`src/rtl/sram_host_seq.sv`:
```
// sram_host_seq: serializes host read/write requests onto the sram_top shift/load/w_en/r_en port
// and returns read data (or a timeout error) over a valid/ready response channel.
module sram_host_seq #(
  parameter int ROWS = 16,
  parameter int COLS = 8,
  parameter int RD_TIMEOUT = 16,
  localparam int AW = $clog2(ROWS)
) (
  input  logic            clk,
  input  logic            arst_n,
  input  logic            req_valid,
  output logic            req_ready,
  input  logic            req_wr,
  input  logic [AW-1:0]   req_addr,
  input  logic [COLS-1:0] req_wdata,
  output logic            rsp_valid,
  input  logic            rsp_ready,
  output logic [COLS-1:0] rsp_rdata,
  output logic            rsp_err,
  output logic            wr_done,
  output logic            serial_in,
  output logic            shift,
  output logic            load,
  output logic            w_en,
  output logic            r_en,
  output logic [AW-1:0]   addr,
  input  logic            data_valid,
  input  logic [COLS-1:0] data_out
);
  localparam int BW = (COLS > 1) ? $clog2(COLS) : 1;
  localparam int TW = $clog2(RD_TIMEOUT + 1);
  typedef enum logic [2:0] {IDLE, SHIFT, LOAD, WRITE, READ, WAIT_RD, RESP} state_t;
  state_t          state_q, state_d;
  logic [AW-1:0]   addr_q, addr_d;
  logic [COLS-1:0] wdata_q, wdata_d;
  logic [BW-1:0]   bit_q, bit_d;
  logic [TW-1:0]   tmo_q, tmo_d;
  logic [COLS-1:0] rdata_q, rdata_d;
  logic            err_q, err_d;
  always_ff @(posedge clk or negedge arst_n) begin
    if (!arst_n) begin
      state_q <= IDLE;
      addr_q  <= '0;
      wdata_q <= '0;
      bit_q   <= '0;
      tmo_q   <= '0;
      rdata_q <= '0;
      err_q   <= 1'b0;
    end else begin
      state_q <= state_d;
      addr_q  <= addr_d;
      wdata_q <= wdata_d;
      bit_q   <= bit_d;
      tmo_q   <= tmo_d;
      rdata_q <= rdata_d;
      err_q   <= err_d;
    end
  end
  // Write word is shifted left each SHIFT cycle so its MSB always drives serial_in
  always_comb begin
    state_d   = state_q;
    addr_d    = addr_q;
    wdata_d   = wdata_q;
    bit_d     = bit_q;
    tmo_d     = tmo_q;
    rdata_d   = rdata_q;
    err_d     = err_q;
    req_ready = 1'b0;
    rsp_valid = 1'b0;
    wr_done   = 1'b0;
    serial_in = 1'b0;
    shift     = 1'b0;
    load      = 1'b0;
    w_en      = 1'b0;
    r_en      = 1'b0;
    case (state_q)
      IDLE: begin
        req_ready = 1'b1;
        if (req_valid) begin
          addr_d  = req_addr;
          wdata_d = req_wdata;
          bit_d   = '0;
          state_d = req_wr ? SHIFT : READ;
        end
      end
      SHIFT: begin
        shift     = 1'b1;
        serial_in = wdata_q[COLS-1];
        wdata_d   = wdata_q << 1;
        bit_d     = bit_q + 1'b1;
        state_d   = (bit_q == BW'(COLS - 1)) ? LOAD : SHIFT;
      end
      LOAD: begin
        load    = 1'b1;
        state_d = WRITE;
      end
      WRITE: begin
        w_en    = 1'b1;
        wr_done = 1'b1;
        state_d = IDLE;
      end
      READ: begin
        r_en    = 1'b1;
        tmo_d   = '0;
        state_d = WAIT_RD;
      end
      WAIT_RD: begin
        if (data_valid) begin
          rdata_d = data_out;
          err_d   = 1'b0;
          state_d = RESP;
        end else if (tmo_q == TW'(RD_TIMEOUT - 1)) begin
          rdata_d = '0;
          err_d   = 1'b1;
          state_d = RESP;
        end else begin
          tmo_d = tmo_q + 1'b1;
        end
      end
      RESP: begin
        rsp_valid = 1'b1;
        state_d   = rsp_ready ? IDLE : RESP;
      end
      default: state_d = IDLE;
    endcase
  end
  assign addr      = addr_q;
  assign rsp_rdata = rdata_q;
  assign rsp_err   = err_q;
endmodule

```
`config.mk`:
```
export PLATFORM = sky130hd
export DESIGN_NAME = sram_host_seq
export DESIGN_NICKNAME = d
export VERILOG_FILES = /design/src/rtl/sram_host_seq.sv
export SDC_FILE = /design/constraint.sdc
export NUM_CORES = 1
export LEC_CHECK = 0
export CORE_MARGIN = 2
export CORE_UTILIZATION = 49
export DETAILED_ROUTE_END_ITERATION = 10
export PLACE_DENSITY = 0.93
export SETUP_SLACK_MARGIN = 0.4
export SYNTH_ARGS = -nofsm -noshare
export SYNTH_HDL_FRONTEND = slang
export SYNTH_SLANG_ARGS = --single-unit
```
`constraint.sdc`:
```
create_clock -name clk -period 3.7 [get_ports clk]
set_input_delay 0.74 -clock clk [delete_from_list [all_inputs] [get_ports clk]]
set_output_delay 0.74 -clock clk [all_outputs]
set_load 0.02 [all_outputs]
```
==> flow_summary_export.csv <==
group,metric,value,unit
cts,cts_resized,0,
layout,antenna-diode-count,0,
floorplanning,coreArea,3003,sq um
yosys,synth_edf_count,0,
worst_setup_path,path_class,"flip-flop to output port",
sta,worst_pin_slew,510.3,ps
cts,cts-htree-levels,2,
grt,globalRouteMet1Util,0.2746,
yosys,syn_avg_cell_area,11.75,sq um
sta,fin_worst_skew,9.400,ps
layout,fin_cells,211,
sta,fmax,0.3485,GHz
yosys,ys_ff_latch,32,
floorplanning,boundaryPins,47,
cts,hold_buffers,0,
layout,syn2layout_area_growth,35.71,%
grt,antenna_found_initial,0,
sta,finalSetupViolCount,0,
cts,clk_pin_slew,110,ps
worst_setup_path,timing.rr.end,"tmo_q[2]",
yosys,yosysSeqAreaShare,0.5242,
worst_setup_path,crit_path_start_kind,"flip-flop",
detailed_routing,ant_nets,0,
grt,first_global_vias,1303,
floorplanning,rows,20,
cts,cts_made_buffers,5,
floorplanning,dieArea,3580,sq um
detailed_routing,num_vias,1249,
yosys,synth-xor-area-share,0,
layout,drive_gt1_frac,0.1124,
yosys,netlist_area,1528,sq um
power_and_ir_drop,internal-power,1071,uW
status,status,"complete, no violations",
power_and_ir_drop,p_leak,0.0008940,uW
yosys,synth_top_cell_area_share,0.5242,
grt,grt_usage,0.2352,
power_and_ir_drop,sequentialPowerShare,0.365,
yosys,synth_area_leader_cell,"dfrtp_1",
detailed_routing,routed_wl,3679,um
layout,num-nets-final,207,
worst_setup_path,cp-end-kind,"output port",
yosys,ys.flop_type,"dfrtp_1",
yosys,synth_cell_type_count,39,
grt,grt.overflow.total,0,
sta,drv_slew,0,
min_path,hp-start,"wdata_q[2]",
yosys,ys_warn_count,0,
power_and_ir_drop,combPwrFrac,0.483,
yosys,yosys.area_share.simple,0.1441,
power_and_ir_drop,powerDensity,846.2,nW/um^2
floorplanning,fp.dieW,59.84,um
worst_setup_path,worstPathMaxFanout,14,
min_path,min_path_cells,1,
min_path,hold_path_class,"flip-flop to flip-flop",
placed_design,place_congestion,0.7520,
detailed_routing,wl_per_cell,17.44,um
yosys,synth_top_family_by_area,"compound AO/OA/AOI/OAI gates",
sta,finalCritPeriodShare,0.7756,
flow_run,maxCapViolCount,0,
grt,grt_max_degree,33,
grt,grt_pass1_wl,5996,um
worst_setup_path,critPathArrivalTime,2130,ps
sta,fin_crit,2870,ps
cts,cts_tree,"yes",
worst_setup_path,reg2reg_from,"tmo_q[0]",
detailed_routing,viasPerCell,5.919,
detailed_routing,drt-pass1-iter-count,4,
worst_setup_path,cp-startpoint,"state_q[2]",
cts,postCtsSetupBuffers,0,
layout,nFillCells,219,
cts,clk_path_buf_depth,2,
worst_setup_path,reg2regPathDepth,6,
detailed_routing,first_iter_violations,45,
yosys,syn_inst,130,
power_and_ir_drop,ir_worst_vdd,0.4280,mV
grt,busiest_layer,"met2",
placed_design,numPortBuffers,46,
sta,hold_violations,0,
yosys,synthMuxAreaShare,0.04341,
detailed_routing,post-route-drc-count,0,
worst_setup_path,ff2ff_setup_slack,1820,ps
floorplanning,die_height,59.84,um
power_and_ir_drop,p_clk_frac,0.152,
power_and_ir_drop,switching_share,0.3893,
yosys,synth_nets,160,
placed_design,dpl.hpwl,2645,um
sta,final.setup.tns,0,ps
placed_design,dp.cells,203,
cts,clkSinkCount,32,
grt,use_met2,0.4006,
sta,rsz0062_at_grt,"no",
power_and_ir_drop,power.switching,682.9,uW
yosys,synth_adder_area_share,0.03276,
grt,gr-usage-met3,0.05628,
floorplanning,start_util,0.5087,
cts,clockRootBuffer,"clkbuf_4",
cts,clock_latency,340,ps
yosys,synth_compound_gate_area_share,0.2146,
min_path,hold_end,"wdata_q[2]",
yosys,synth_area_leaders,"dfrtp_1 52%, a22o_1 6.3%, mux2_2 3.7%",
yosys,ys_async_sr_fraction,1.000,
sta,max-slew-margin-rel,0.6598,
worst_setup_path,crit_required,2960,ps
## cell families after synthesis
logic type / count (synthesis)
AOI/OAI and AO/OA: 43
buffers and inverters: 11
muxes: 6
and+or+nand+nor: 34
adders and majority gates: 4
DFF: 32
## power by group through the flow
stage               sequential (uW)  clock, uW  combinational, uW
floorplan                       689          0                478
global placement                628          0                806
detailed placement              640          0                848
CTS                             638        271                854
global route                    662        285                916
finish                          640        266                848
## area by class of cell
cell class                 count  area (sq um)  share of cell area
clock buffer                   5         37.54             0.01810
clock inverter                 3         42.54             0.02052
inverter                       3         11.26            0.005431
multi-input combinational     87         664.4              0.3205
sequential                    32         800.8              0.3862
tap                           33         41.29             0.01992
timing repair buffer          48         475.5              0.2293
## synthesized netlist by cell type (all sizes together) (2+ instances only)
cell type	number
inv	3
nor2	9
clkbuf	3
a21o	2
o2bb2ai	6
nor3b	2
a22oi	7
and3	3
nand2b	2
dfrtp	32
mux2	5
ha	4
buf	5
and2	2
a31oi	2
a21oi	4
nor2b	4
nand2	5
a22o	11
o21ai	5
## flip-flops by register name (all words and copies together), names as in the netlist
signal,count
rsp_rdata,8
wdata_q,8
tmo_q,5
addr,4
bit_q,3
state_q,3
rsp_err,1
## worst max-delay path, cell delays in order (launching register included)
cell	delay, ps
dfrtp_1	580
nor3b_4	450
and2_1	180
clkdlybuf4s50_1	590
## layer usage
layer,vias up,part of all wire,wire length (um)
met4,0,0.017,62
li1,580,-,-
met5,-,0,0
met2,47,0.53,1966
met1,614,0.40,1467
met3,8,0.050,183
## metrics by stage
stage / instance area (sq um) / setup WS (ps) / total power [uW] / hold WS, ps / utilization
after floorplan: 1528 / 1625 / 1166 / 444.4 / -
after global placement: 1993 / 1261 / 1434 / 472.5 / 0.6638
after global routing: 2073 / 710.9 / 1863 / 523.4 / 0.6904
final: 2073 / 830.4 / 1754 / 512.5 / 0.6904
after detailed placement: 1993 / 1213 / 1488 / 482.3 / 0.6638
after CTS: 2073 / 825.1 / 1763 / 508.2 / 0.6904
## how the worst max path moves through the flow
stage	end	slack (ps)	depth (start not counted)
after floorplan	wr_done	1630	4
after global routing	serial_in	710	3
after global placement	serial_in	1260	3
after detailed placement	serial_in	1210	3
final	serial_in	830	3
after CTS	serial_in	830	3
## layout by cell type (no fill, tap or decap), drive strengths merged, types with 2 or more instances in the layout
| cell | count |
|---|---|
| and3 | 3 |
| inv | 3 |
| clkdlybuf4s50 | 46 |
| clkbuf | 5 |
| o2bb2ai | 6 |
| a22o | 11 |
| nand2 | 5 |
| dfrtp | 32 |
| a31oi | 2 |
| a21o | 2 |
| nor2 | 9 |
| a22oi | 7 |
| nor3b | 2 |
| nand2b | 2 |
| mux2 | 5 |
| a21oi | 4 |
| ha | 4 |
| o21ai | 5 |
| and2 | 2 |
| nor2b | 4 |
| buf | 2 |
No activity file was read; power rests on OpenSTA's default activity.
